[src/rtl/pipeline_hazard_ctrl_if.sv]
// Hazard-controller bundle: pipeline status in, pipeline register controls out.
// Optional performance counters appear only when HAZARD_PERF_CNT_EN is defined.
// Handshake: there is no valid/ready pair here. Every control is a level signal
// that applies to the cycle in which the causing status inputs are presented.
// mem_req/mem_ready behave as a request/acknowledge pair: an access completes
// on the first cycle in which both mem_req and mem_ready are high.
interface pipeline_hazard_ctrl_if;
  logic [4:0]  id_rs;
  logic [4:0]  id_rt;
  logic        id_uses_rt;
  logic        ex_mem_read;
  logic [4:0]  ex_rd;
  logic        mem_branch_taken;
  logic        mem_req;
  logic        mem_ready;
  logic        pc_write;
  logic        if_id_write;
  logic        if_id_flush;
  logic        id_ex_bubble;
  logic        ex_mem_flush;
  logic        pipe_freeze;
  logic        mem_timeout;
  logic [1:0]  state;
`ifdef HAZARD_PERF_CNT_EN
  logic [15:0] stall_count;
  logic [15:0] flush_count;
  logic [15:0] wait_count;

  // Pipeline side: supplies status, consumes controls.
  modport master (
    output id_rs, id_rt, id_uses_rt, ex_mem_read, ex_rd,
           mem_branch_taken, mem_req, mem_ready,
    input  pc_write, if_id_write, if_id_flush, id_ex_bubble, ex_mem_flush,
           pipe_freeze, mem_timeout, state, stall_count, flush_count, wait_count
  );

  // Controller side.
  modport slave (
    input  id_rs, id_rt, id_uses_rt, ex_mem_read, ex_rd,
           mem_branch_taken, mem_req, mem_ready,
    output pc_write, if_id_write, if_id_flush, id_ex_bubble, ex_mem_flush,
           pipe_freeze, mem_timeout, state, stall_count, flush_count, wait_count
  );
`else
  // Pipeline side: supplies status, consumes controls.
  modport master (
    output id_rs, id_rt, id_uses_rt, ex_mem_read, ex_rd,
           mem_branch_taken, mem_req, mem_ready,
    input  pc_write, if_id_write, if_id_flush, id_ex_bubble, ex_mem_flush,
           pipe_freeze, mem_timeout, state
  );

  // Controller side.
  modport slave (
    input  id_rs, id_rt, id_uses_rt, ex_mem_read, ex_rd,
           mem_branch_taken, mem_req, mem_ready,
    output pc_write, if_id_write, if_id_flush, id_ex_bubble, ex_mem_flush,
           pipe_freeze, mem_timeout, state
  );
`endif
endinterface

[src/rtl/pipeline_hazard_ctrl.sv]
// Hazard/sequencing controller for a 5-stage MIPS pipeline.
// Handles load-use stalls, taken-branch flushes and data-memory wait freezes,
// with a sticky timeout on memory waits. All controls are combinational from
// the current state and inputs, so they act in the cycle of the cause.
// Optional feature macro: HAZARD_PERF_CNT_EN adds saturating stall/flush/wait
// cycle counters.
module pipeline_hazard_ctrl #(
  parameter int LU_STALL_CYCLES = 1,   // bubbles per load-use hazard (1..15)
  parameter int MEM_TIMEOUT     = 255  // max consecutive wait cycles (1..255)
) (
  input logic                  clk,
  input logic                  reset_n,
  pipeline_hazard_ctrl_if.slave hz
);

  typedef enum logic [1:0] {
    RUN      = 2'b00,
    LU_STALL = 2'b01,
    FLUSH    = 2'b10,
    MEM_WAIT = 2'b11
  } state_t;

  state_t     state_q, state_d;
  logic [3:0] stall_cnt_q, stall_cnt_d;
  logic [7:0] wait_cnt_q, wait_cnt_d;
  logic       timeout_q, timeout_d;

  logic       wait_ev, branch_ev, lu_ev;
  logic       eval, allow_wait, allow_branch, allow_lu;

  logic       pc_write_c, if_id_write_c, if_id_flush_c;
  logic       id_ex_bubble_c, ex_mem_flush_c, pipe_freeze_c;

  // Raw event detection; r0 is hardwired to zero so ex_rd==0 never stalls.
  always_comb begin
    wait_ev   = hz.mem_req & ~hz.mem_ready & ~timeout_q;
    branch_ev = hz.mem_branch_taken;
    lu_ev     = hz.ex_mem_read & (hz.ex_rd != 5'd0) &
                ((hz.ex_rd == hz.id_rs) | (hz.id_uses_rt & (hz.ex_rd == hz.id_rt)));
  end

  // State and counter registers.
  always_ff @(posedge clk or negedge reset_n) begin
    if (!reset_n) begin
      state_q     <= RUN;
      stall_cnt_q <= 4'd0;
      wait_cnt_q  <= 8'd0;
      timeout_q   <= 1'b0;
    end else begin
      state_q     <= state_d;
      stall_cnt_q <= stall_cnt_d;
      wait_cnt_q  <= wait_cnt_d;
      timeout_q   <= timeout_d;
    end
  end

  // Next-state and control outputs. Each state either produces its own
  // outputs or hands over to the shared priority evaluation (wait > branch >
  // load-use) with a per-state mask of which events may fire.
  always_comb begin
    pc_write_c     = 1'b1;
    if_id_write_c  = 1'b1;
    if_id_flush_c  = 1'b0;
    id_ex_bubble_c = 1'b0;
    ex_mem_flush_c = 1'b0;
    pipe_freeze_c  = 1'b0;
    state_d        = state_q;
    stall_cnt_d    = stall_cnt_q;
    wait_cnt_d     = wait_cnt_q;
    timeout_d      = timeout_q;
    eval           = 1'b0;
    allow_wait     = 1'b0;
    allow_branch   = 1'b0;
    allow_lu       = 1'b0;

    case (state_q)
      RUN: begin
        eval         = 1'b1;
        allow_wait   = 1'b1;
        allow_branch = 1'b1;
        allow_lu     = 1'b1;
      end
      FLUSH: begin
        // Flushed slots hold NOPs, so only a memory wait is meaningful here.
        eval       = 1'b1;
        allow_wait = 1'b1;
      end
      LU_STALL: begin
        if (wait_ev || branch_ev) begin
          eval         = 1'b1;
          allow_wait   = 1'b1;
          allow_branch = 1'b1;
          stall_cnt_d  = 4'd0;
        end else begin
          pc_write_c     = 1'b0;
          if_id_write_c  = 1'b0;
          id_ex_bubble_c = 1'b1;
          if (stall_cnt_q <= 4'd1) begin
            stall_cnt_d = 4'd0;
            state_d     = RUN;
          end else begin
            stall_cnt_d = stall_cnt_q - 4'd1;
          end
        end
      end
      MEM_WAIT: begin
        if (wait_ev && (wait_cnt_q != 8'(MEM_TIMEOUT))) begin
          pc_write_c    = 1'b0;
          if_id_write_c = 1'b0;
          pipe_freeze_c = 1'b1;
          wait_cnt_d    = wait_cnt_q + 8'd1;
        end else begin
          // Ready or timeout cycle: freeze drops now and the remaining
          // events are evaluated as in RUN. On timeout the wait itself is
          // masked since the sticky flag only takes effect next cycle.
          eval         = 1'b1;
          allow_branch = 1'b1;
          allow_lu     = 1'b1;
          wait_cnt_d   = 8'd0;
          if (wait_ev) begin
            timeout_d = 1'b1;
          end
        end
      end
      default: begin
        state_d = RUN;
      end
    endcase

    if (eval) begin
      if (allow_wait && wait_ev) begin
        pc_write_c    = 1'b0;
        if_id_write_c = 1'b0;
        pipe_freeze_c = 1'b1;
        wait_cnt_d    = 8'd1;
        stall_cnt_d   = 4'd0;
        state_d       = MEM_WAIT;
      end else if (allow_branch && branch_ev) begin
        pc_write_c     = 1'b1;
        if_id_flush_c  = 1'b1;
        id_ex_bubble_c = 1'b1;
        ex_mem_flush_c = 1'b1;
        stall_cnt_d    = 4'd0;
        state_d        = FLUSH;
      end else if (allow_lu && lu_ev) begin
        pc_write_c     = 1'b0;
        if_id_write_c  = 1'b0;
        id_ex_bubble_c = 1'b1;
        if (LU_STALL_CYCLES > 1) begin
          stall_cnt_d = 4'(LU_STALL_CYCLES - 1);
          state_d     = LU_STALL;
        end else begin
          state_d = RUN;
        end
      end else begin
        state_d = RUN;
      end
    end

    // While reset is held the pipeline is emptied and nothing advances.
    if (!reset_n) begin
      pc_write_c     = 1'b0;
      if_id_write_c  = 1'b0;
      if_id_flush_c  = 1'b1;
      id_ex_bubble_c = 1'b1;
      ex_mem_flush_c = 1'b1;
      pipe_freeze_c  = 1'b0;
    end
  end

  assign hz.pc_write     = pc_write_c;
  assign hz.if_id_write  = if_id_write_c;
  assign hz.if_id_flush  = if_id_flush_c;
  assign hz.id_ex_bubble = id_ex_bubble_c;
  assign hz.ex_mem_flush = ex_mem_flush_c;
  assign hz.pipe_freeze  = pipe_freeze_c;
  assign hz.mem_timeout  = timeout_q;
  assign hz.state        = state_q;

`ifdef HAZARD_PERF_CNT_EN
  logic [15:0] stall_count_q, flush_count_q, wait_count_q;

  // Saturating cycle counters for bubbles, flushes and freezes.
  always_ff @(posedge clk or negedge reset_n) begin
    if (!reset_n) begin
      stall_count_q <= 16'd0;
      flush_count_q <= 16'd0;
      wait_count_q  <= 16'd0;
    end else begin
      if (id_ex_bubble_c && !if_id_flush_c && (stall_count_q != 16'hFFFF))
        stall_count_q <= stall_count_q + 16'd1;
      if (if_id_flush_c && (flush_count_q != 16'hFFFF))
        flush_count_q <= flush_count_q + 16'd1;
      if (pipe_freeze_c && (wait_count_q != 16'hFFFF))
        wait_count_q <= wait_count_q + 16'd1;
    end
  end

  assign hz.stall_count = stall_count_q;
  assign hz.flush_count = flush_count_q;
  assign hz.wait_count  = wait_count_q;
`endif

endmodule
[src/flat_wrapper.sv]
// flat-port wrapper written by rule: the top's interface ports become plain ports
module pipeline_hazard_ctrl_flat 
#(
  parameter int LU_STALL_CYCLES = 1,                                         
  parameter int MEM_TIMEOUT     = 255                                         
)
  (clk, reset_n, hz_id_rs, hz_id_rt, hz_id_uses_rt, hz_ex_mem_read, hz_ex_rd, hz_mem_branch_taken, hz_mem_req, hz_mem_ready, hz_pc_write, hz_if_id_write, hz_if_id_flush, hz_id_ex_bubble, hz_ex_mem_flush, hz_pipe_freeze, hz_mem_timeout, hz_state);
  pipeline_hazard_ctrl_if hz_i ();
  input logic clk;
  input logic reset_n;
  input wire logic [$bits(hz_i.id_rs)-1:0] hz_id_rs;
  input wire logic [$bits(hz_i.id_rt)-1:0] hz_id_rt;
  input wire logic [$bits(hz_i.id_uses_rt)-1:0] hz_id_uses_rt;
  input wire logic [$bits(hz_i.ex_mem_read)-1:0] hz_ex_mem_read;
  input wire logic [$bits(hz_i.ex_rd)-1:0] hz_ex_rd;
  input wire logic [$bits(hz_i.mem_branch_taken)-1:0] hz_mem_branch_taken;
  input wire logic [$bits(hz_i.mem_req)-1:0] hz_mem_req;
  input wire logic [$bits(hz_i.mem_ready)-1:0] hz_mem_ready;
  output wire logic [$bits(hz_i.pc_write)-1:0] hz_pc_write;
  output wire logic [$bits(hz_i.if_id_write)-1:0] hz_if_id_write;
  output wire logic [$bits(hz_i.if_id_flush)-1:0] hz_if_id_flush;
  output wire logic [$bits(hz_i.id_ex_bubble)-1:0] hz_id_ex_bubble;
  output wire logic [$bits(hz_i.ex_mem_flush)-1:0] hz_ex_mem_flush;
  output wire logic [$bits(hz_i.pipe_freeze)-1:0] hz_pipe_freeze;
  output wire logic [$bits(hz_i.mem_timeout)-1:0] hz_mem_timeout;
  output wire logic [$bits(hz_i.state)-1:0] hz_state;
  assign hz_i.id_rs = hz_id_rs;
  assign hz_i.id_rt = hz_id_rt;
  assign hz_i.id_uses_rt = hz_id_uses_rt;
  assign hz_i.ex_mem_read = hz_ex_mem_read;
  assign hz_i.ex_rd = hz_ex_rd;
  assign hz_i.mem_branch_taken = hz_mem_branch_taken;
  assign hz_i.mem_req = hz_mem_req;
  assign hz_i.mem_ready = hz_mem_ready;
  assign hz_pc_write = hz_i.pc_write;
  assign hz_if_id_write = hz_i.if_id_write;
  assign hz_if_id_flush = hz_i.if_id_flush;
  assign hz_id_ex_bubble = hz_i.id_ex_bubble;
  assign hz_ex_mem_flush = hz_i.ex_mem_flush;
  assign hz_pipe_freeze = hz_i.pipe_freeze;
  assign hz_mem_timeout = hz_i.mem_timeout;
  assign hz_state = hz_i.state;
  pipeline_hazard_ctrl #(.LU_STALL_CYCLES(LU_STALL_CYCLES), .MEM_TIMEOUT(MEM_TIMEOUT)) u_core (.clk(clk), .reset_n(reset_n), .hz(hz_i));
endmodule
[config.mk]
export PLATFORM = sky130hd
export DESIGN_NAME = pipeline_hazard_ctrl_flat
export DESIGN_NICKNAME = d
export VERILOG_FILES = /design/src/rtl/pipeline_hazard_ctrl_if.sv /design/src/rtl/pipeline_hazard_ctrl.sv /design/src/flat_wrapper.sv
export SDC_FILE = /design/constraint.sdc
export NUM_CORES = 1
export LEC_CHECK = 0
export CORE_MARGIN = 2
export CORE_UTILIZATION = 38
export CTS_CLUSTER_DIAMETER = 30
export DETAILED_ROUTE_END_ITERATION = 10
export GPL_ROUTABILITY_DRIVEN = 0
export PLACE_DENSITY = 0.65
export SYNTH_ARGS = -nofsm -noshare
export SYNTH_HDL_FRONTEND = slang
export SYNTH_SLANG_ARGS = --single-unit
export TNS_END_PERCENT = 30
[constraint.sdc]
create_clock -name clk -period 2.81 [get_ports clk]
set_input_delay 0.281 -clock clk [delete_from_list [all_inputs] [get_ports clk]]
set_output_delay 0.281 -clock clk [all_outputs]
set_load 0.02 [all_outputs]
Word-level counts from Yosys, hierarchy flattened. Cells that the tools add are included.

Add/subtract/negate cells: 2. Multipliers: 0. Div/mod/pow operators: 0. $lt $le $gt $ge: 1. Equal/unequal tests: 7. Shift-type cells: 0. Multiplexer cells: 48. Bitwise operators: 9. Reduce and logical (&&, ||, !) cells: 12.

Operators with widths (number): $mux 8 (4); $mux 1 (27); $mux 4 (6); $mux 2 (6); $eq 5x5->1 (2); $add 8x1->8 const B (1); $ne 8x8->1 const B (1); $pmux 1 s2 (3); $pmux 1 s3 (2); $reduce_and 3->1 (2); $and 1x1->1 (5); $reduce_bool 5->1 (1); $eq 2x2->1 const B (2); $le 4x1->1 const B (1); $logic_and 1x1->1 (4); $reduce_bool 2->1 (2); $sub 4x1->4 const B (1); $not 1->1 (3); $eq 2x1->1 const B (1); $logic_not 2->1 (1); $ne 2x1->1 const B (1); $reduce_or 2->1 (1); $logic_or 1x1->1 (1); $or 1x1->1 (1).

Flip-flop bits (word level): 15. Latch bits: 0. Bits in writable memories: 0. Memory bits (read-only): 0. Output and inout port bits: 9. Memories: 0.

Logic depth before layout (Yosys ltp).
Word-level depth: 12. Gate-level depth with buffers: 9.

Least setup slack after synthesis. No wires, ideal clock.

Path type: register to output. Start point: register u_core.state_q[1] (netlist: u_core.hz.state[1]). End point: output port hz_if_id_flush. Arrival: 2202 ps. Required time: 2529 ps. Path slack: 327 ps. Stages on the path, launching flop included: 10. Path buffers: 2. Path through: dfrtp_1 -> inv_1 -> ha_1 -> inv_2 -> or3_1 -> buf_2 -> o32ai_4 -> nand2b_1 -> o21ai_1 -> buf_4.

Cells in the longest elaborated chain, start to end: 7. Elaborated cells on any way between the ends: 14. Classes of those cells: eq/ne: 3; mux: 7; reduce/logical: 4.

RTL lines: start: declaration (line pipeline_hazard_ctrl.sv:23) `state_t state_q, state_d;`; start signal: assignment (line pipeline_hazard_ctrl.sv:50) `state_q <= state_d;`; $eq 2x2->1, or another cell as far along (line pipeline_hazard_ctrl.sv:76) `case (state_q)`; $pmux 1 s3 or $reduce_or 2->1 (tied branches); $logic_and 1x1->1 or $pmux 1 s2 (tied branches) (line pipeline_hazard_ctrl.sv:138, pipeline_hazard_ctrl.sv:76); $mux 1 or $logic_and 1x1->1 (tied branches); $mux 1; $mux 1 * (2 in series); end: declaration (line flat_wrapper.sv:21) `output wire logic [$bits(hz_i.if_id_flush)-1:0] hz_if_id_flush;`.

Mark *: on every way between the ends. The rest lies on a longest branch, timed or not.

Worst setup path in the final report.
Start point: register u_core.state_q[1] (netlist: u_core.hz.state[1]). End point: output port hz_pc_write.

Cells in the longest elaborated chain, start to end: 8. Elaborated cells on any way between the ends: 18. Classes of those cells: eq/ne: 3; mux: 10; reduce/logical: 5.

RTL lines: $eq 2x2->1 or $logic_not 2->1 (tied branches) (line pipeline_hazard_ctrl.sv:76); $pmux 1 s2 (line pipeline_hazard_ctrl.sv:76); $logic_and 1x1->1 (line pipeline_hazard_ctrl.sv:145) `end else if (allow_lu && lu_ev) begin`; $mux 1 (line pipeline_hazard_ctrl.sv:145); $mux 1 (line pipeline_hazard_ctrl.sv:138) `end else if (allow_branch && branch_ev) begin`; $mux 1 (line pipeline_hazard_ctrl.sv:131) `if (allow_wait && wait_ev) begin`; $mux 1 * (line pipeline_hazard_ctrl.sv:130) `if (eval) begin`; $mux 1 * (line pipeline_hazard_ctrl.sv:161) `if (!reset_n) begin`; end: declaration (line flat_wrapper.sv:19) `output wire logic [$bits(hz_i.pc_write)-1:0] hz_pc_write;`.

Marks and branches as above.

==> metrics.md <==
| Metric | Value |
|---|---|
| Status | complete, no violations |
| CP cell instances | inv_1, ha_2, inv_2, or3_1, o32ai_4, buf_4, inv_2, o2111a_1, dlygate4sd2_1 |
| Cell taking the most area after synthesis | dfrtp_1 |
| Die W | around 58 um |
| Critical path startpoint category | flop |
| Post-Layout Cell Count | 200 |
| Leakage dissipation | between 0.0006 and 0.0007 uW |
| Clk_skew | around 0.0046 ns |
| Largest net degree at the start of global routing | 13 |
| Post-synth EDFFs | 0 |
| #FFs+latches synth | 15 |
| Cell variety after synth | 37 |
| Detailed placement HPWL | approximately 2.2 mm |
| CP top delay family | buffers and inverters |
| Drt pass-1 iters | 4 |
| Post-Syn Instances | approximately 130 |
| CTS clock-pin slew for the worst setup and hold paths | 0.09 ns |
| Clk pwr share | 15.0% |
| Max-slew violation count | 0 |
| Drt drc | 0 |
| Top cells by area, synth | dfrtp_1 33%, ha_1 8.9%, xor2_1 7.8% |
| Hold-fix buffers, CTS | 0 |
| Yosys top cell area share | 33.4% |
| PwrDens | roughly 530 nW/um2 |
| Max Cap Violations | 0 |
| Most frequent cells in the layout | 24 x clkdlybuf4s50_1, 16 x nor2_1, 14 x dfrtp_1 |
| DRT iter0 DRCs | 28 |
| CP Capture Type | primary output |
| Syn nets | roughly 160 |
| Top cell by count, worst path | inv_2 |
| Nets | 200 |
| Slowest CP cell | or3_1 |
| Async SR Flop Fraction | 100% |
| WL/cell | between 10 and 15 um |
| Post-DRT Antenna Nets | 0 |
| GRT Overall Usage | roughly 18% |
| Maximum clock path buffer count | 2 |
| I/O pin count | 31 |
| Detailed-route via count | around 1000 |
| FF-to-FF setup slack | 0.83 ns |
| Initial antenna violation count | 0 |
| Vias per std cell | around 5.1 |
| Vias in the first global route | 1088 |
| Internal power | 505 uW |
| Comb pwr share | about half |
| Placed cell count | ~200 |
| WL final | ~2.6 mm |
| Worst slew pin tran | 0.445 ns |
| Post-layout util | a little under three fifths |
| Fraction of layout cells with a size suffix above 1 | between 10% and 20% |
| FMAX | ~380 MHz |
| Share of power burned in registers | between 30 and 40% |
| Ys Warns | 0 |
| Maximum vdd drop | between 0.4 and 0.5 mV |
| Avg Synthesized Cell Area | between 8 and 9 um2 |
| Port Buf Inserts | 30 |
| Slew HR | 70.1% |
| Commonest non-fill, non-tap cell in the layout | clkdlybuf4s50_1 |
| Hold Crit Class | in -> async |
| Clock sinks | 15 |
| Initial core utilization | 40.4% |
| Setup Crit Path Kind | reg -> out |
| WP buf/inv | 5 |
| Psw | between 300 and 400 uW |
| Slowest stage delay, CP | ~0.42 ns |
| Critical Path RT | between 2 and 3 ns |
| Top FF cell, synth | dfrtp_1 |
| Height of the die | between 50 and 60 um |
| WP data arrival | roughly 2.3 ns |
| CTS root buf | clkbuf_4 |
| Num CTS Buffers | 3 |
| Tcrit/Tclk final | 92.8% |
| H-tree lvl count | 1 |
| Setup TNS | 0 ns |
| Clk_lat worst skew | 0.29 ns |
| Cell Area, Synth | roughly 1100 um2 |
| Seq/Total Area, Yosys | between 30% and 40% |
| Critical path peak fanout | 5 |
| Net Sw Frac | around 39% |
| Total Die Area | approximately 3400 um2 |
| First-pass GRT wire length | ~4.7 mm |
| Core box area | 2780 um2 |
| Antenna Cells | 0 |
| CTS tree | built |
| Final setup viols | 0 |
| RSZ-0062 raised after global routing | no |
| Num rows | 19 |
| Minimum clock period after layout | about 2.6 ns |
| GRT overflow | 0 |
| Area Growth Syn to Fin | 39.4% |
| Endpoints failing hold | 0 |
## cells in the mapped netlist (all sizes together) (2+ instances only)
cell type,count
a21oi,6
o21ai,6
nand2,8
dfrtp,15
and3,2
nand4,4
nor3b,2
nand3,2
or3,2
nand2b,2
nor2,16
xor2,10
inv,9
ha,8
xnor2,6
nor3,9
buf,3
a21o,2
## kinds of logic after synthesis
logic type                 synth area share (%)
AOI/OAI and AO/OA                          18.3
xor gates and xnor gates                   12.5
adders and majority gates                  8.91
buffers and inverters                      5.12
DFF                                        33.4
and+or+nand+nor                            21.8
## what timing repair did
item                       CTS  global route
buffers inserted             0             0
resized for setup            7             2
setup endpoints to repair    6             2
## registers in the layout, indices dropped and copies added (netlist names)
name,flops
u_core.hz.state,2
u_core.wait_cnt_q,8
u_core.hz.mem_timeout,1
u_core.stall_cnt_q,4
## power by group through the flow
stage	Sequential, uW	Combinational (uW)	Clock, uW
2_1_floorplan	299	219	0
3_3_place_gp	276	435	0
3_5_place_dp	278	436	0
4_1_cts	274	433	128
5_1_grt	278	472	142
6_report	274	426	124
## through the flow
stage / total power [uW] / cell area [um2] / setup slack, ns / hold slack (ns)
global route: 893 / 1570 / 0.0634 / 0.267
global placement: 711 / 1530 / 0.0560 / 0.502
detailed placement: 714 / 1530 / 0.0223 / 0.504
floorplan: 518 / 1120 / 0.327 / -0.0146
finish: 824 / 1570 / 0.202 / 0.258
CTS: 835 / 1560 / 0.0122 / 0.262
## routing by layer
layer	up-vias	share of wire [%]	track usage [%]
met3	2	4.1	4.62
li1	535	-	-
met1	470	46	22.6
met4	0	0.42	1.99
met2	21	50	31.3
met5	-	0	0
## final timing paths
check | startpoint | endpoint | cells after the start
setup / recovery | u_core.hz.state[1] | hz_pc_write | 9
hold / removal | reset_n | u_core.hz.mem_timeout | 1
setup reg to reg | u_core.hz.state[1] | u_core.hz.state[1] | 8
hold reg to reg | u_core.hz.mem_timeout | u_core.hz.mem_timeout | 1
max in group asynchronous | reset_n | u_core.wait_cnt_q[1] | 2
min in group clk | u_core.hz.mem_timeout | u_core.hz.mem_timeout | 1
## final cells by class
class | instances | area, um2
Timing Repair Buffer | 42 | 390
Multi-Input combinational cell | 99 | 699
Tap cell | 31 | 38.8
Inverter | 9 | 33.8
Sequential cell | 15 | 377
Clock buffer | 3 | 22.5
Fill cell | 260 | 1210
Clock inverter | 1 | 5.00
Power figures use the tool's default switching activity.
